===== src/rtl/word_sequencer_1553_pkg.sv =====
// pkg_1553: shared definitions for the 1553 word sequencer and its neighbours.
//   - entry field positions of an 18-bit playback entry {csw, dw, word[15:0]}
//   - sequencer state enum
//   - default inter-message gap, also used by the RT response timer
package pkg_1553;

  localparam int ENTRY_W      = 18;
  localparam int CSW_BIT      = 17;
  localparam int DW_BIT       = 16;
  localparam int WORD_MSB     = 15;
  localparam int GAP_CLKS_DEF = 16;

  typedef enum logic [2:0] {
    ST_IDLE,
    ST_READ,
    ST_LATCH,
    ST_ISSUE,
    ST_WAIT_HI,
    ST_WAIT_LO,
    ST_GAP
  } seq_state_e;

  // Exactly one sync bit set marks a playable entry; 00 and 11 are format errors.
  function automatic logic sync_ok(input logic [ENTRY_W-1:0] e);
    return e[CSW_BIT] ^ e[DW_BIT];
  endfunction

endpackage


===== src/rtl/word_sequencer_1553_gap_timer.sv =====
// seq_gap_timer: loadable down-counter with a zero flag.
// Shared by the sequencer for the inter-message gap and the busy timeout.
// Ports:
//   clk_i       clock
//   rst_i       synchronous active-high reset (count -> 0)
//   load_i      load load_val_i (wins over dec_i)
//   load_val_i  value to load
//   dec_i       decrement by one, saturating at zero
//   zero_o      count is zero
module seq_gap_timer #(
  parameter int W = 5
) (
  input  logic         clk_i,
  input  logic         rst_i,
  input  logic         load_i,
  input  logic [W-1:0] load_val_i,
  input  logic         dec_i,
  output logic         zero_o
);

  logic [W-1:0] cnt_q, cnt_d;

  always_comb begin
    cnt_d = cnt_q;
    if (load_i) begin
      cnt_d = load_val_i;
    end else if (dec_i && (cnt_q != '0)) begin
      cnt_d = cnt_q - W'(1);
    end
  end

  always_ff @(posedge clk_i) begin
    if (rst_i) begin
      cnt_q <= '0;
    end else begin
      cnt_q <= cnt_d;
    end
  end

  assign zero_o = (cnt_q == '0);

endmodule


===== src/rtl/word_sequencer_1553.sv =====
// word_sequencer_1553: plays 18-bit entries from a synchronous memory into the
// 1553 Manchester encoder, one write strobe per word, with a dead-time gap
// before every command/status word except the first of a run.
// Ports:
//   enc_clk, rst            clock, synchronous active-high reset
//   start, abort            start pulse (idle only), abort level (wins)
//   base_addr, word_count   run parameters, sampled on accepted start
//   mem_addr, mem_rd        entry read port; mem_rdata valid one cycle later
//   mem_rdata               entry {csw, dw, word[15:0]}
//   tx_dword, tx_csw, tx_dw word and one-cycle strobes to the encoder
//   tx_busy                 encoder busy
//   busy, done, err         run active, completion pulse, sticky error
//
// state      | meaning
// IDLE       | waiting for start
// READ       | mem_rd high for the next entry
// LATCH      | mem_rdata valid; decide issue / gap / skip
// ISSUE      | strobe high for one cycle
// WAIT_HI    | waiting for tx_busy to rise (bounded by BUSY_TO)
// WAIT_LO    | encoder busy; next entry prefetched meanwhile
// GAP        | dead time before a command/status word
//
// All outputs are registered from next-state decode, so a transition into a
// state shows its outputs in the cycle that state is occupied.
module word_sequencer_1553
  import pkg_1553::*;
#(
  parameter int ADDR_W   = 9,
  parameter int GAP_CLKS = GAP_CLKS_DEF,
  parameter int BUSY_TO  = 4
) (
  input  logic               enc_clk,
  input  logic               rst,
  input  logic               start,
  input  logic               abort,
  input  logic [ADDR_W-1:0]  base_addr,
  input  logic [ADDR_W-1:0]  word_count,
  output logic [ADDR_W-1:0]  mem_addr,
  output logic               mem_rd,
  input  logic [ENTRY_W-1:0] mem_rdata,
  output logic [15:0]        tx_dword,
  output logic               tx_csw,
  output logic               tx_dw,
  input  logic               tx_busy,
  output logic               busy,
  output logic               done,
  output logic               err
);

  localparam int TMR_MAX = (GAP_CLKS > BUSY_TO) ? GAP_CLKS : BUSY_TO;
  localparam int TMR_W   = $clog2(TMR_MAX + 1);

  seq_state_e state_q, state_d;

  logic [ADDR_W-1:0]  ptr_q, ptr_d;
  logic [ADDR_W-1:0]  rem_q, rem_d;        // entries not yet read
  logic [ENTRY_W-1:0] entry_q, entry_d;
  logic               rvalid_q, rvalid_d;  // mem_rdata valid this cycle
  logic               pf_q, pf_d;          // a prefetch was issued in this WAIT_LO
  logic               issued_q, issued_d;  // a word has gone out in this run

  logic [ADDR_W-1:0]  mem_addr_q, mem_addr_d;
  logic               mem_rd_q, mem_rd_d;
  logic [15:0]        tx_dword_q, tx_dword_d;
  logic               tx_csw_q, tx_csw_d;
  logic               tx_dw_q, tx_dw_d;
  logic               busy_q, busy_d;
  logic               done_q, done_d;
  logic               err_q, err_d;

  logic               pf_ready;
  logic [ENTRY_W-1:0] iss_entry;
  logic               tmr_load, tmr_dec, tmr_zero;
  logic [TMR_W-1:0]   tmr_val;

  // Prefetched entry is usable once its read and data cycles have both passed.
  assign pf_ready  = !mem_rd_q && !rvalid_q;
  assign iss_entry = (state_q == ST_LATCH) ? mem_rdata : entry_q;

  // GAP loaded with GAP_CLKS-1 leaves after GAP_CLKS cycles in GAP. The busy
  // timer is loaded on leaving ISSUE so the timeout edge lands BUSY_TO cycles
  // after the strobe edge.
  assign tmr_load = (state_d != state_q) &&
                    ((state_d == ST_GAP) || (state_d == ST_WAIT_HI));
  assign tmr_val  = (state_d == ST_GAP) ? TMR_W'(GAP_CLKS - 1) : TMR_W'(BUSY_TO - 2);
  assign tmr_dec  = (state_q == ST_GAP) || (state_q == ST_WAIT_HI);

  seq_gap_timer #(.W(TMR_W)) u_timer (
    .clk_i      (enc_clk),
    .rst_i      (rst),
    .load_i     (tmr_load),
    .load_val_i (tmr_val),
    .dec_i      (tmr_dec),
    .zero_o     (tmr_zero)
  );

  // State and datapath registers
  always_ff @(posedge enc_clk) begin
    if (rst) begin
      state_q    <= ST_IDLE;
      ptr_q      <= '0;
      rem_q      <= '0;
      entry_q    <= '0;
      rvalid_q   <= 1'b0;
      pf_q       <= 1'b0;
      issued_q   <= 1'b0;
      mem_addr_q <= '0;
      mem_rd_q   <= 1'b0;
      tx_dword_q <= '0;
      tx_csw_q   <= 1'b0;
      tx_dw_q    <= 1'b0;
      busy_q     <= 1'b0;
      done_q     <= 1'b0;
      err_q      <= 1'b0;
    end else begin
      state_q    <= state_d;
      ptr_q      <= ptr_d;
      rem_q      <= rem_d;
      entry_q    <= entry_d;
      rvalid_q   <= rvalid_d;
      pf_q       <= pf_d;
      issued_q   <= issued_d;
      mem_addr_q <= mem_addr_d;
      mem_rd_q   <= mem_rd_d;
      tx_dword_q <= tx_dword_d;
      tx_csw_q   <= tx_csw_d;
      tx_dw_q    <= tx_dw_d;
      busy_q     <= busy_d;
      done_q     <= done_d;
      err_q      <= err_d;
    end
  end

  // Next state
  always_comb begin
    state_d = state_q;
    case (state_q)
      ST_IDLE: begin
        if (start && (word_count != '0)) state_d = ST_READ;
      end
      ST_READ: state_d = ST_LATCH;
      ST_LATCH: begin
        if (sync_ok(mem_rdata)) begin
          state_d = (mem_rdata[CSW_BIT] && issued_q) ? ST_GAP : ST_ISSUE;
        end else begin
          state_d = (rem_q != '0) ? ST_READ : ST_IDLE;
        end
      end
      ST_ISSUE: state_d = ST_WAIT_HI;
      ST_WAIT_HI: begin
        if (tx_busy)       state_d = ST_WAIT_LO;
        else if (tmr_zero) state_d = ST_IDLE;
      end
      ST_WAIT_LO: begin
        if (!tx_busy && pf_ready) begin
          if (!pf_q) begin
            state_d = ST_IDLE;
          end else if (sync_ok(entry_q)) begin
            state_d = entry_q[CSW_BIT] ? ST_GAP : ST_ISSUE;
          end else begin
            state_d = (rem_q != '0) ? ST_READ : ST_IDLE;
          end
        end
      end
      ST_GAP: begin
        if (tmr_zero) state_d = ST_ISSUE;
      end
      default: state_d = ST_IDLE;
    endcase
    if (abort) state_d = ST_IDLE;
  end

  // Outputs and datapath next values
  always_comb begin
    mem_addr_d = mem_addr_q;
    mem_rd_d   = 1'b0;
    tx_dword_d = '0;
    tx_csw_d   = 1'b0;
    tx_dw_d    = 1'b0;
    done_d     = 1'b0;
    err_d      = err_q;
    ptr_d      = ptr_q;
    rem_d      = rem_q;
    pf_d       = pf_q;
    issued_d   = issued_q;
    rvalid_d   = mem_rd_q;
    entry_d    = rvalid_q ? mem_rdata : entry_q;

    case (state_q)
      ST_IDLE: begin
        if (start) begin
          err_d    = 1'b0;
          issued_d = 1'b0;
          if (word_count == '0) begin
            done_d = 1'b1;
          end else begin
            mem_rd_d   = 1'b1;
            mem_addr_d = base_addr;
            ptr_d      = base_addr + ADDR_W'(1);
            rem_d      = word_count - ADDR_W'(1);
          end
        end
      end
      ST_LATCH: begin
        if (!sync_ok(mem_rdata)) begin
          err_d = 1'b1;
          if (rem_q == '0) done_d = 1'b1;
        end
      end
      ST_WAIT_HI: begin
        if (tx_busy) begin
          if (rem_q != '0) begin
            mem_rd_d   = 1'b1;
            mem_addr_d = ptr_q;
            ptr_d      = ptr_q + ADDR_W'(1);
            rem_d      = rem_q - ADDR_W'(1);
            pf_d       = 1'b1;
          end
        end else if (tmr_zero) begin
          err_d  = 1'b1;
          done_d = 1'b1;
        end
      end
      ST_WAIT_LO: begin
        if (!tx_busy && pf_ready) begin
          if (!pf_q) begin
            done_d = 1'b1;
          end else if (!sync_ok(entry_q)) begin
            err_d = 1'b1;
            if (rem_q == '0) done_d = 1'b1;
          end
        end
      end
      default: ;
    endcase

    // Re-read after a skipped entry (from LATCH or WAIT_LO)
    if ((state_d == ST_READ) && (state_q != ST_IDLE)) begin
      mem_rd_d   = 1'b1;
      mem_addr_d = ptr_q;
      ptr_d      = ptr_q + ADDR_W'(1);
      rem_d      = rem_q - ADDR_W'(1);
    end

    if (state_d == ST_ISSUE) begin
      tx_csw_d   = iss_entry[CSW_BIT];
      tx_dw_d    = iss_entry[DW_BIT];
      tx_dword_d = iss_entry[WORD_MSB:0];
      issued_d   = 1'b1;
    end

    if (state_d != ST_WAIT_LO) pf_d = 1'b0;

    // Abort discards whatever this cycle decided, including error events.
    if (abort) begin
      mem_rd_d   = 1'b0;
      tx_csw_d   = 1'b0;
      tx_dw_d    = 1'b0;
      tx_dword_d = '0;
      done_d     = 1'b0;
      err_d      = err_q;
    end

    busy_d = (state_d != ST_IDLE);
  end

  assign mem_addr = mem_addr_q;
  assign mem_rd   = mem_rd_q;
  assign tx_dword = tx_dword_q;
  assign tx_csw   = tx_csw_q;
  assign tx_dw    = tx_dw_q;
  assign busy     = busy_q;
  assign done     = done_q;
  assign err      = err_q;

endmodule


===== config.mk =====
export PLATFORM = sky130hd
export DESIGN_NAME = word_sequencer_1553
export DESIGN_NICKNAME = d
export VERILOG_FILES = /design/src/rtl/word_sequencer_1553_pkg.sv /design/src/rtl/word_sequencer_1553_gap_timer.sv /design/src/rtl/word_sequencer_1553.sv
export SDC_FILE = /design/constraint.sdc
export NUM_CORES = 1
export LEC_CHECK = 0
export BUFFER_PORTS_ARGS = -buffer_cell sky130_fd_sc_hd__buf_4
export CAP_MARGIN = 20
export CELL_PAD_IN_SITES_DETAIL_PLACEMENT = 1
export CELL_PAD_IN_SITES_GLOBAL_PLACEMENT = 2
export CORE_MARGIN = 1
export CORE_UTILIZATION = 33
export CTS_BUF_LIST = sky130_fd_sc_hd__clkbuf_16
export CTS_CLUSTER_SIZE = 25
export DETAILED_ROUTE_END_ITERATION = 7
export PLACE_DENSITY_LB_ADDON = 0.1
export SETUP_SLACK_MARGIN = 0.15
export SLEW_MARGIN = 10
export SYNTH_ARGS = -nofsm -noshare
export SYNTH_HDL_FRONTEND = slang
export SYNTH_SLANG_ARGS = --single-unit

===== constraint.sdc =====
create_clock -name enc_clk -period 3.5 [get_ports enc_clk]
set_input_delay 0.175 -clock enc_clk [delete_from_list [all_inputs] [get_ports enc_clk]]
set_output_delay 0.175 -clock enc_clk [all_outputs]
set_load 0.01 [all_outputs]

-- Yosys cells after proc, flatten, opt, wreduce, memory -nomap -nowiden
Index checks and enable logic that the tools add are counted.
- bitwise gates (word level): 4
- add/sub/neg operators: 5
- equality and inequality tests: 23
- reduce and logical (&&, ||, !) cells: 33
- muxes and demuxes: 61
- operators with widths (cell ; number):
    two-way mux 9 bit ; 15
    one-hot mux 9 bit (2 select lines) ; 3
    two-way mux 3 bit ; 11
    two-way mux 1 bit ; 24
    one-hot mux 3 bit (7 select lines) ; 1
    adder 9 x 1 -> 9 bit (second input constant) ; 2
    logical NOT 9 bit ; 2
    two-way mux 18 bit ; 1
    nonzero test 9 bit ; 2
    subtractor 9 x 1 -> 9 bit (second input constant) ; 2
    equality test 3 bit (second input constant) ; 5
    inequality test 2 bit (second input constant) ; 7
    two-way mux 5 bit ; 2
    equality test 3 x 2 -> 1 bit (second input constant) ; 3
    inequality test 3 bit (second input constant) ; 3
    AND reduction 9 bit ; 1
    nonzero test 3 bit ; 3
    one-hot mux 1 bit (4 select lines) ; 2
    logical AND 1 bit ; 7
    equality test 3 x 1 -> 1 bit (second input constant) ; 2
    nonzero test 2 bit ; 3
    logical NOT 5 bit ; 1
    AND reduction 5 bit ; 1
    nonzero test 5 bit ; 1
    16 further kinds ; 22
- register bits: 78
- word-level logic and storage cells: 142

-- Logic depth before layout (Yosys ltp)
Gate-level depths: netlist of the first run.
- word-level depth: 11
- mapped depth: 12
- depth with buffers taken out: 9

-- Modules after synthesis
Synthesis of the first run repeated with hierarchy kept, for this count alone.
- cell total of the unflattened synthesis: 492
- area total of the unflattened synthesis: 4157.7 um^2
- modules (own cells, without submodules) (module ; seq. area each (um^2) ; cells each ; times used ; area an instance (um^2)):
    word_sequencer_1553 ; 1461.4 ; 455 ; 1 ; 3831.2
    seq_gap_timer ; 100.1 ; 37 ; 1 ; 326.6

-- Worst setup path after synthesis of the first run
OpenSTA, ideal clock, no wires.
- path kind: register to register
- from: reg u_timer.cnt_q[0]
- to: reg ptr_q[4]
- data required time: 3383 ps
- cell stages (with the launch flop): 12
- slack: 651 ps
- arrival: 2732 ps
- period minus slack after synthesis: 2849 ps
- library setup time: 117 ps
- cells stage by stage: dfxtp_1 > inv_1 > ha_1 > or4b_4 > and3_1 > buf_2 > or4_4 > nor2_4 > a31oi_1 > buf_6 > mux2_4 > a32o_1
- cells in the longest elaborated chain, start to end: 9
- RTL lines (item ; RTL line ; RTL):
    from (decl) ; word_sequencer_1553_gap_timer.sv:21 ; logic [W-1:0] cnt_q, cnt_d;
    from (signal assigned) ; word_sequencer_1553_gap_timer.sv:36 ; cnt_q <= cnt_d;
    logical NOT 5 bit (*) ; word_sequencer_1553_gap_timer.sv:40 ; assign zero_o = (cnt_q == '0);
    two-way mux 3 bit ; word_sequencer_1553.sv:152 ; else if (tmr_zero) state_d = ST_IDLE;
    two-way mux 3 bit ; word_sequencer_1553.sv:151 ; if (tx_busy) state_d = ST_WAIT_LO;
    one-hot mux 3 bit (7 select lines) (*) ; word_sequencer_1553.sv:137 ; case (state_q)
    two-way mux 3 bit (*) ; word_sequencer_1553.sv:170 ; if (abort) state_d = ST_IDLE;
    equality test 3 x 1 -> 1 bit (*) ; word_sequencer_1553.sv:238 ; if ((state_d == ST_READ) && (state_q != ST_IDLE)) begin
    logical AND 1 bit (*) ; word_sequencer_1553.sv:238 ;
    inequality test 3 bit (no line), or another cell as far along ; n/a ;
    AND reduction 5 bit (no line) ; n/a ;
    to (signal assigned) ; word_sequencer_1553.sv:117 ; ptr_q <= ptr_d;
    to (decl) ; word_sequencer_1553.sv:55 ; logic [ADDR_W-1:0] ptr_q, ptr_d;
Mark *: on every way between the ends. The rest lies on a longest branch, timed or not.
A chain may end at the register's enable or synchronous reset.

-- Worst setup path after layout of the first run
- from: reg u_timer.cnt_q[0]
- to: reg rem_q[6]
- cells in the longest elaborated chain, start to end: 9
- RTL lines (item ; RTL line ; RTL):
    logical NOT 5 bit (*) ; word_sequencer_1553_gap_timer.sv:40 ;
    two-way mux 3 bit ; word_sequencer_1553.sv:152 ;
    two-way mux 3 bit ; word_sequencer_1553.sv:151 ;
    one-hot mux 3 bit (7 select lines) (*) ; word_sequencer_1553.sv:137 ;
    two-way mux 3 bit (*) ; word_sequencer_1553.sv:170 ;
    equality test 3 x 1 -> 1 bit (*) ; word_sequencer_1553.sv:238 ;
    logical AND 1 bit (*) ; word_sequencer_1553.sv:238 ;
    inequality test 3 bit (no line), or another cell as far along ; n/a ;
    AND reduction 5 bit (no line) ; n/a ;
    to (signal assigned) ; word_sequencer_1553.sv:118 ; rem_q <= rem_d;
    to (decl) ; word_sequencer_1553.sv:56 ; logic [ADDR_W-1:0] rem_q, rem_d;
Marked as above.

==> results of run 1 <==
## logic make-up after synthesis
| family | Yosys count | share of synthesized area, % |
|---|---|---|
| AO/OA/AOI/OAI | 109 | 18.51 |
| XOR/XNOR | 16 | 3.426 |
| adder cells (fa/ha/maj) | 9 | 2.753 |
| buffers and inverters | 51 | 5.384 |
| flip-flops | 78 | 38.18 |
| multiplexers | 34 | 8.504 |
| AND/OR/NAND/NOR | 201 | 23.25 |
## where the power goes
part / internal, mW / total, mW / switching (mW)
Clock: 0.555 / 0.949 / 0.395
Combinational: 0.151 / 0.344 / 0.193
Sequential: 0.928 / 0.962 / 0.0343
Total: 1.63 / 2.26 / 0.622
## metal layers
| layer | up-vias | wire length, um | GRT usage [%] |
|---|---|---|---|
| met2 | 58 | 5957 | 34.72 |
| met4 | 0 | 260 | 8.684 |
| met5 | - | 0 | 0 |
| met1 | 1898 | 5698 | 25.04 |
| met3 | 19 | 318 | 3.107 |
| li1 | 1918 | - | - |
## state kept, by name, summed over array words and instances, names as in the netlist, 3 cells and up
register,flops
tx_dword,16
ptr_q,9
state_q,3
entry_q,18
mem_addr,9
rem_q,9
u_timer.cnt_q,5
## metrics by stage
| step | std cells | setup WS [ps] |
|---|---|---|
| detailed placement | 719 | 290.0 |
| global route | 739 | 184.2 |
| global placement | 719 | 366.1 |
| CTS | 735 | 268.7 |
| finish | 739 | 329.6 |
| floorplan | 498 | 650.7 |
## worst max-delay path, cell delays in order (launching register included)
cell and delay [ps]:
dfxtp_1 310, inv_1 110, ha_1 170, or4b_4 490
and3_1 270, or4_4 570, nor2_4 170, a31o_1 170
buf_4 260, nand2_1 190, o32ai_1 340
## final cells by class
class,count,area share (%)
timing repair buffer,86,13.00
multi-input combinational,369,45.25
clock inverter,7,1.455
tap,168,4.074
clock buffer,9,4.365
inverter,22,1.600
sequential,78,30.26
## how the worst max path moves through the flow
stage	from	end	slack (ps)	depth (start not counted)
6_report	u_timer.cnt_q[0]	rem_q[6]	330	10
5_1_grt	u_timer.cnt_q[0]	rem_q[0]	180	10
4_1_cts	u_timer.cnt_q[0]	ptr_q[4]	270	10
3_5_place_dp	u_timer.cnt_q[0]	ptr_q[4]	290	10
3_3_place_gp	u_timer.cnt_q[0]	ptr_q[3]	370	10
2_1_floorplan	u_timer.cnt_q[0]	ptr_q[4]	650	11
## cell usage in the layout, fill, tap and decap left out, types with 8 or more instances in the layout
| cell type | instances |
|---|---|
| dfxtp_1 | 78 |
| mux2i_1 | 31 |
| inv_1 | 22 |
| a211oi_1 | 14 |
| nand2_1 | 83 |
| ha_1 | 9 |
| buf_4 | 84 |
| o32ai_1 | 11 |
| nor3_1 | 8 |
| xnor2_1 | 12 |
| nor2_1 | 47 |
| a311oi_1 | 12 |
| a21oi_1 | 34 |
| nand3_1 | 11 |
| clkbuf_16 | 9 |
## repair_timing
action,CTS,global route
buffers inserted,0,4
setup endpoints to repair,0,26
resized for setup,0,2
hold endpoints to repair,0,0
==> summary.txt, run 1 <==
Status
  • Run status: finished clean

Logic synthesis
  • Yosys reg bits: 78
  • Top post-synthesis cells by count: nand2_1 (83), dfxtp_1 (78), nor2_1 (47), a21oi_1 (34), mux2i_1 (31)
  • Synthesized area per cell: roughly 8 um2
  • Post-Syn Instances: 498
  • Syn nets: 548
  • Cell area after synthesis: 0.004090 mm2
  • Predominant post-synthesis flop cell: dfxtp_1
  • Sequential-to-total area share from yosys stat: 38.18%
  • Synth cell types: 56
  • Count leader, synth: nand2_1
  • Syn. warnings: 0
  • Synth area leader: dfxtp_1
  • Asr flop ratio synth: 0%
  • Top-area cell type share of the netlist area: 38.18%
  • EDFF count, synth: 0
  • Dominant cells by area after synthesis: dfxtp_1 (38%), nand2_1 (7.6%), mux2i_1 (7.6%)

STA
  • Max-slew violation count: 0
  • Worst Clk Skew: 7.503 ps
  • Min Tclk post-route: 3170 ps
  • Setup violations, final: 0
  • Maximum clock frequency: 315.4 MHz
  • RSZ-0062 raised after global routing: no
  • Total Neg Setup Slack: 0 ps
  • Min Hold Slack: 67.63 ps
  • Period utilization: 90.58%
  • Final hold viol count: 0
  • Slew @ Worst Pin: 782.0 ps
  • Worst slew margin: around 48%

GRT
  • Initial antenna violation count: 0
  • GRT Residual Overflow: 0
  • Vias in the first global route: 4,006
  • First-pass GRT wire length: 20,210 um
  • Largest net degree at the start of global routing: 59
  • GRT Overall Usage: around a fifth

Power
  • Total power: 2.255 mW
  • Worst vdd ir: 0.0001856 V
  • P per Cell Area: 437.0 mW/mm2
  • Pleak: 2.047 nW

Detailed routing
  • Via-to-Cell Ratio: 5.268
  • Initial DRC count: between 150 and 200
  • Routed len/inst: about 17 um
  • Via Count: 3,893
  • Final WL: 12,230 um
  • Drt drc: 0
  • Number of routed nets with antenna violations: 0
  • Drt pass-1 iters: 4

CTS
  • CTS buffer count: 9
  • Clock slew seen by the registers of the worst setup and hold paths: 60 ps
  • Number of clock sinks: 78
  • CTS HTree Levels: 3
  • Clock buffer depth: 2
  • CTS tree: done
  • Cts hold-fix bufs: 0
  • Worst-Skew Late Latency: 350 ps
  • Root Buffer: clkbuf_16

Critical path
  • Arr. time, crit path: between 3000 and 4000 ps
  • Critical R2R Capture: rem_q[6]
  • Max FO, Critical Path: 18
  • RR Startpoint: u_timer.cnt_q[0]
  • Worst path required time: between 3000 and 4000 ps
  • Setup crit end kind: register
  • Setup crit start kind: register
  • Worst R2R Path Depth: 10
  • Crit Path Class: register to register
  • Reg2Reg Setup Slack: 330 ps

Job
  • # Max-Cap Violations: 0

Layout
  • Sequential Area: 0.001562 mm2
  • Final Core Density: 42.78%
  • Number of fill cells: ~1,400
  • Fin area: approximately 0.0052 mm2
  • # diodes: 0
  • Area growth, synth to finish: 26.15%
  • # nets final: 616
  • Multi-input logic area: 0.002335 mm2
  • Share of layout cells above drive strength 1: around a fifth

Die
  • Core Region: 0.01206 mm2
  • Die W: 113.3 um
  • Starting density of the core: 33.91%
  • # IOs: 72
  • Die Ht: 113.3 um
  • Site row count: 40
  • Die area: between 0.01 and 0.015 mm2

Worst hold path
  • Worst hold path type: input port to register
  • Hold EP: mem_rd
  • Worst hold start: abort
  • Hold Path Depth: 2

Placed design
  • Placed cell areas: 0.004806 mm2
  • Post-DP HPWL: 8449 um
  • PortBufs: 71
  • Routability cong.: 0.8009
Note: power is estimated with default switching activity, not from simulation.
==> run 2, diff against run 1 <==
--- a/config.mk
+++ b/config.mk
@@ -10,7 +10,7 @@
 export CELL_PAD_IN_SITES_DETAIL_PLACEMENT = 1
 export CELL_PAD_IN_SITES_GLOBAL_PLACEMENT = 2
 export CORE_MARGIN = 1
-export CORE_UTILIZATION = 33
+export CORE_UTILIZATION = 25
 export CTS_BUF_LIST = sky130_fd_sc_hd__clkbuf_16
 export CTS_CLUSTER_SIZE = 25
 export DETAILED_ROUTE_END_ITERATION = 7
==> run 2 against run 1 <==
  * Clock power down 3.4%
  * Core utilization decreased by 10 points
  * Critical path depth unchanged
  * Worst setup slack got worse by 14 ps
  * Sequential power is essentially flat
  * Largest power group unchanged
  * Power decreased by 1.4%
  * Routed wire length grew 6.0%
  * Clock-buffer cell count unchanged
  * First-iteration DRC count is 16% higher
==> summary.txt, run 2 (synthesis results as in run 1) <==
Status
  • Run status: finished clean

CTS
  • Worst-Skew Late Latency: 350 ps (about the same)
  • # Post-CTS Setup Buffers: 0 (unchanged)
  • CTS buffer count: 9 (unchanged)
  • Number of clock sinks: 78 (unchanged)
  • CTS HTree Levels: 3 (unchanged)
  • Clock slew seen by the registers of the worst setup and hold paths: 70 ps (about the same)
  • CTS tree: done
  • Root Buffer: clkbuf_16
  • Cts hold-fix bufs: 0 (unchanged)
  • Clock buffer depth: 2 (unchanged)
  • Post-CTS resize count: 0 (unchanged)

Detailed routing
  • Drt pass-1 iters: 4 (unchanged)
  • Final WL: 12,970 um (+6.0%)
  • Number of routed nets with antenna violations: 0 (unchanged)
  • Routed len/inst: 16.47 um (-0.49%)
  • Via-to-Cell Ratio: 4.945 (-6.1%)
  • Drt drc: 0 (unchanged)
  • Via Count: 3,892 (-0.026%)
  • Initial DRC count: 176 (+16%)

Placed design
  • Routability cong.: 0.7399 (-7.6%)
  • Post-DP HPWL: 9213 um (+9.0%)
  • Placed cell areas: 0.004896 mm2 (+1.9%)
  • PortBufs: 71 (unchanged)

STA
  • Max-slew violation count: 0 (unchanged)
  • Total Neg Setup Slack: 0 ps (unchanged)
  • Final hold viol count: 0 (unchanged)
  • RSZ-0062 raised after global routing: no
  • Setup violations, final: 0 (unchanged)
  • Min Tclk post-route: 3184 ps (+13.72 ps)
  • Worst slew margin: 47.19% (-0.55 points)
  • Period utilization: 90.98% (+0.39 points)
  • Maximum clock frequency: 314.1 MHz (-0.43%)
  • Slew @ Worst Pin: 788.5 ps (+6.490 ps)
  • Worst Clk Skew: 12.05 ps (+4.548 ps)

Critical path
  • Max FO, Critical Path: 7 (-11)
  • Setup crit start kind: register
  • Worst R2R Path Depth: 10 (unchanged)
  • Critical R2R Capture: rem_q[7]
  • RR Startpoint: u_timer.cnt_q[0]
  • Setup crit end kind: register
  • Crit Path Class: register to register
  • Crit path launch: u_timer.cnt_q[0]
  • Arr. time, crit path: 3390 ps (-20 ps)
  • Worst path required time: 3700 ps (-40 ps)
  • Reg2Reg Setup Slack: 320 ps (about the same)
  • Crit path capture: rem_q[7]

Layout
  • Fin area: 0.005180 mm2 (+0.39%)
  • Number of fill cells: 1,903 (+32%)
  • Max reg flops: 18 (unchanged)
  • # diodes: 0 (unchanged)
  • Most common cell after layout, fill and taps aside: buf_4
  • Largest Register: entry_q
  • Commonest cells after routing, fill and taps aside: buf_4 (85), nand2_1 (83), dfxtp_1 (78), nor2_1 (47), a21oi_1 (34)
  • Share of layout cells above drive strength 1: 19.61% (-0.18 points)
  • Sequential Area: 0.001562 mm2 (unchanged)
  • Multi-input logic area: 0.002323 mm2 (-0.48%)
  • # nets final: 616 (unchanged)
  • Area growth, synth to finish: 26.64%

Die
  • Site row count: 46 (+15%)
  • Die Ht: 129.9 um (+15%)
  • Core Region: 0.01594 mm2 (+32%)
  • # IOs: 72 (unchanged)
  • Die area: 0.01688 mm2 (+31%)
  • Starting density of the core: 25.66% (-8.3 points)
  • Die W: 129.9 um (+15%)

GRT
  • First-pass GRT wire length: 21,080 um (+4.3%)
  • Vias in the first global route: 4,033 (+0.67%)
  • GRT Overall Usage: 16.37% (-3.8 points)
  • Initial antenna violation count: 0 (unchanged)
  • Largest net degree at the start of global routing: 59 (unchanged)
  • GRT Residual Overflow: 0 (unchanged)

Worst hold path
  • Hold Path Depth: 2 (unchanged)
  • Worst hold path type: input port to register
  • Worst hold start: abort

Power
  • Worst vdd ir: 0.0002104 V (+13%)
  • P per Cell Area: 429.3 mW/mm2 (-1.8%)
  • Pleak: 2.035 nW (-0.56%)

Job
  • # Max-Cap Violations: 0 (unchanged)
==> run 2: changes by cell type in the layout (fill, tap and decap cells not counted), sizes merged <==
| cell | delta |
|---|---|
| bufinv | -1 |
| clkinv | +2 |
| clkinvlp | -1 |
==> run 2: worst min-delay path by stage <==
stage	slack, ps	to
2_1_floorplan	250	mem_rd
3_3_place_gp	420	entry_q[2]
3_5_place_dp	430	mem_rd
4_1_cts	60	mem_rd
5_1_grt	70	mem_rd
6_report	70	mem_rd
==> run 2: layout make-up <==
type | instances | area share [%]
Clock buffer | 9 | 4.348
Clock inverter | 7 | 1.135
Inverter | 22 | 1.594
Multi-Input combinational cell | 369 | 44.86
Sequential cell | 78 | 30.14
Tap cell | 216 | 5.217
Timing Repair Buffer | 86 | 12.71
==> run 2: critical path: stages (launching register included) <==
cell and delay (ps):
dfxtp_1 310, inv_1 110, ha_1 170, or4b_4 480
and3_1 280, or4_4 570, nor2_4 170, a31oi_1 300
buf_4 270, a211oi_1 260, o32ai_1 110
==> run 2: metal layers <==
| metal | share of wire [%] | track usage (%) | vias up |
|---|---|---|---|
| li1 | - | - | 1914 |
| met1 | 45 | 20.05 | 1899 |
| met2 | 50 | 28.69 | 65 |
| met3 | 3.0 | 2.624 | 14 |
| met4 | 1.8 | 6.293 | 0 |
| met5 | 0 | 0 | - |
==> run 2: where the power goes <==
part / internal (mW) / switching, mW
logic: 0.153 / 0.191
clock network: 0.491 / 0.426
registers: 0.927 / 0.0352
total: 1.57 / 0.653
==> run 2: through the flow <==
stage	instances	util, %	hold slack, ps	power [mW]	worst slack, ps
after floorplan	498	-	254.3	1.177	650.7
after global placement	771	30.71	422.3	1.328	402.4
after detailed placement	771	30.71	430.9	1.331	336.6
after CTS	787	32.49	60.13	2.266	305.8
after global routing	787	32.49	71.53	2.349	153.8
final	787	32.49	72.17	2.224	315.8
==> run 3, diff against run 2 <==
--- a/config.mk
+++ b/config.mk
@@ -5,7 +5,6 @@
 export SDC_FILE = /design/constraint.sdc
 export NUM_CORES = 1
 export LEC_CHECK = 0
-export BUFFER_PORTS_ARGS = -buffer_cell sky130_fd_sc_hd__buf_4
 export CAP_MARGIN = 20
 export CELL_PAD_IN_SITES_DETAIL_PLACEMENT = 1
 export CELL_PAD_IN_SITES_GLOBAL_PLACEMENT = 2
@@ -14,6 +13,7 @@
 export CTS_BUF_LIST = sky130_fd_sc_hd__clkbuf_16
 export CTS_CLUSTER_SIZE = 25
 export DETAILED_ROUTE_END_ITERATION = 7
+export DONT_BUFFER_PORTS = 1
 export PLACE_DENSITY_LB_ADDON = 0.1
 export SETUP_SLACK_MARGIN = 0.15
 export SLEW_MARGIN = 10
==> run 3 against run 2 <==
  * Non-clock buffer count fell by 45
  * Critical endpoint is now rem_q[5]
  * Highest routed layer unchanged
  * Clock power rose by 3.1%
  * Global-route usage up 0.78 points
==> summary.txt, run 3 (synthesis results as in run 1) <==
Detailed routing
  • Routed len/inst: 18.41 um (+12%)
  • Final WL: 13,660 um (+5.4%)
  • Via-to-Cell Ratio: 5.059 (+2.3%)
  • Via Count: 3,754 (-3.5%)
  • Drt pass-1 iters: 4 (unchanged)
  • Initial DRC count: 156 (-11%)
  • Drt drc: 0 (unchanged)
  • Number of routed nets with antenna violations: 0 (unchanged)

Job
  • # Max-Cap Violations: 0 (unchanged)

STA
  • Period utilization: 88.44% (-2.5 points)
  • Setup ws final: 404.6 ps (+88.75 ps)
  • Min Tclk post-route: 3095 ps (-88.75 ps)
  • Slew @ Worst Pin: 750.1 ps (-38.38 ps)
  • Max-slew violation count: 0 (unchanged)
  • Setup violations, final: 0 (unchanged)
  • RSZ-0062 raised after global routing: no
  • Maximum clock frequency: 323.1 MHz (+2.9%)
  • Worst slew margin: 49.87% (+2.7 points)
  • Final hold viol count: 0 (unchanged)
  • Total Neg Setup Slack: 0 ps (unchanged)
  • Worst Clk Skew: 11.58 ps (-0.4716 ps)

GRT
  • GRT Overall Usage: 17.15% (+0.78 points)
  • First-pass GRT wire length: 21,700 um (+2.9%)
  • Initial antenna violation count: 0 (unchanged)
  • Largest net degree at the start of global routing: 53 (-10%)
  • Vias in the first global route: 3,953 (-2.0%)
  • GRT Residual Overflow: 0 (unchanged)

Critical path
  • Crit Path Class: register to register
  • Max FO, Critical Path: 12 (+5)
  • Reg2Reg Setup Slack: 400 ps (+90 ps)
  • Worst path required time: 3750 ps (+50 ps)
  • Setup crit start kind: register
  • Arr. time, crit path: 3350 ps (-40 ps)
  • Setup crit end kind: register

Status
  • Run status: finished clean

Layout
  • Largest Register: entry_q
  • # diodes: 0 (unchanged)
  • # nets final: 571 (-7.3%)
  • Area growth, synth to finish: 20.59%
  • Fin area: 0.004932 mm2 (-4.8%)
  • Most common cell after layout, fill and taps aside: nand2_1
  • Commonest cells after routing, fill and taps aside: nand2_1 (83), dfxtp_1 (78), nor2_1 (47), a21oi_1 (34), mux2i_1 (31)
  • Number of fill cells: 1,916 (+0.68%)
  • Final Core Density: 30.94% (-1.6 points)
  • Max reg flops: 18 (unchanged)
  • Share of layout cells above drive strength 1: 7.605% (-12 points)

CTS
  • Clock slew seen by the registers of the worst setup and hold paths: 70 ps (about the same)
  • # Post-CTS Setup Buffers: 0 (unchanged)
  • Clock buffer depth: 2 (unchanged)
  • Number of clock sinks: 78 (unchanged)
  • CTS buffer count: 9 (unchanged)
  • Root Buffer: clkbuf_16
  • Worst-Skew Late Latency: 360 ps (about the same)
  • CTS HTree Levels: 3 (unchanged)
  • CTS tree: done

Placed design
  • Post-DP HPWL: 9073 um (-1.5%)
  • Placed cell areas: 0.004348 mm2 (-11%)
  • PortBufs: 0 (-100%)
  • Place WS: 399.1 ps (+62.54 ps)
  • Routability cong.: 0.7213 (-2.5%)

Power
  • Worst vdd ir: 0.0002444 V (+16%)
  • P per Cell Area: 449.3 mW/mm2 (+4.7%)
  • Total power: 2.216 mW (-0.35%)
  • Pleak: 1.790 nW (-12%)

Die
  • Die area: 0.01688 mm2 (unchanged)
  • Starting density of the core: 25.66% (unchanged)
  • Site row count: 46 (unchanged)
  • Core Region: 0.01594 mm2 (unchanged)
  • Die W: 129.9 um (unchanged)
  • # IOs: 72 (unchanged)
  • Die Ht: 129.9 um (unchanged)

Worst hold path
  • Worst hold path type: input port to register
## run 3: layout make-up
cell class / instances / area, um2 / area share, %
clock inverters: 7 / 61.31 / 1.243
inverters: 22 / 82.58 / 1.674
multi-input cells: 369 / 2323 / 47.11
repair buffers: 41 / 407.9 / 8.270
clock buffers: 9 / 225.2 / 4.566
flip-flops and latches: 78 / 1562 / 31.66
well taps: 216 / 270.3 / 5.479
## run 3: path summary, 6_finish.rpt
kind | cells past startpoint | from | endpoint
worst max register to register | 10 | u_timer.cnt_q[0] | rem_q[5]
worst max-delay path | 10 | u_timer.cnt_q[0] | rem_q[5]
worst min-delay path | 2 | base_addr[0] | mem_addr[0]
worst min register to register | 2 | entry_q[10] | tx_dword[10]
## run 3: worst max-delay path, stage by stage (launching register included)
cell	delay (ps)
dfxtp_1	310
inv_1	110
ha_1	170
or4b_4	480
and3_1	280
or4_4	570
nor2_4	170
a31o_1	190
buf_4	210
nand2_1	140
o32ai_1	340
## run 3: per-stage QoR
step / std cells / hold WS (ps)
2_1_floorplan: 498 / 254.3
3_3_place_gp: 698 / 250.9
3_5_place_dp: 698 / 255.0
4_1_cts: 742 / 16.68
5_1_grt: 742 / 33.75
6_report: 742 / 30.28
## run 3: what timing repair did
action | CTS | global route
hold buffers | 28 | 0
resized for setup | 0 | 0
hold endpoints to repair | 70 | 0
## run 3: metal layers
layer	wire, um	vias up	global-route usage, %
met1	5965	1857	20.17
met2	6961	60	30.58
li1	-	1823	-
met5	0	-	0
met4	244	0	6.977
met3	491	14	3.198
## run 3: report_power, final
| part | switching (mW) | internal, mW |
|---|---|---|
| combinational | 0.169 | 0.130 |
| clock | 0.449 | 0.496 |
| sequential | 0.0447 | 0.927 |
| total | 0.663 | 1.55 |
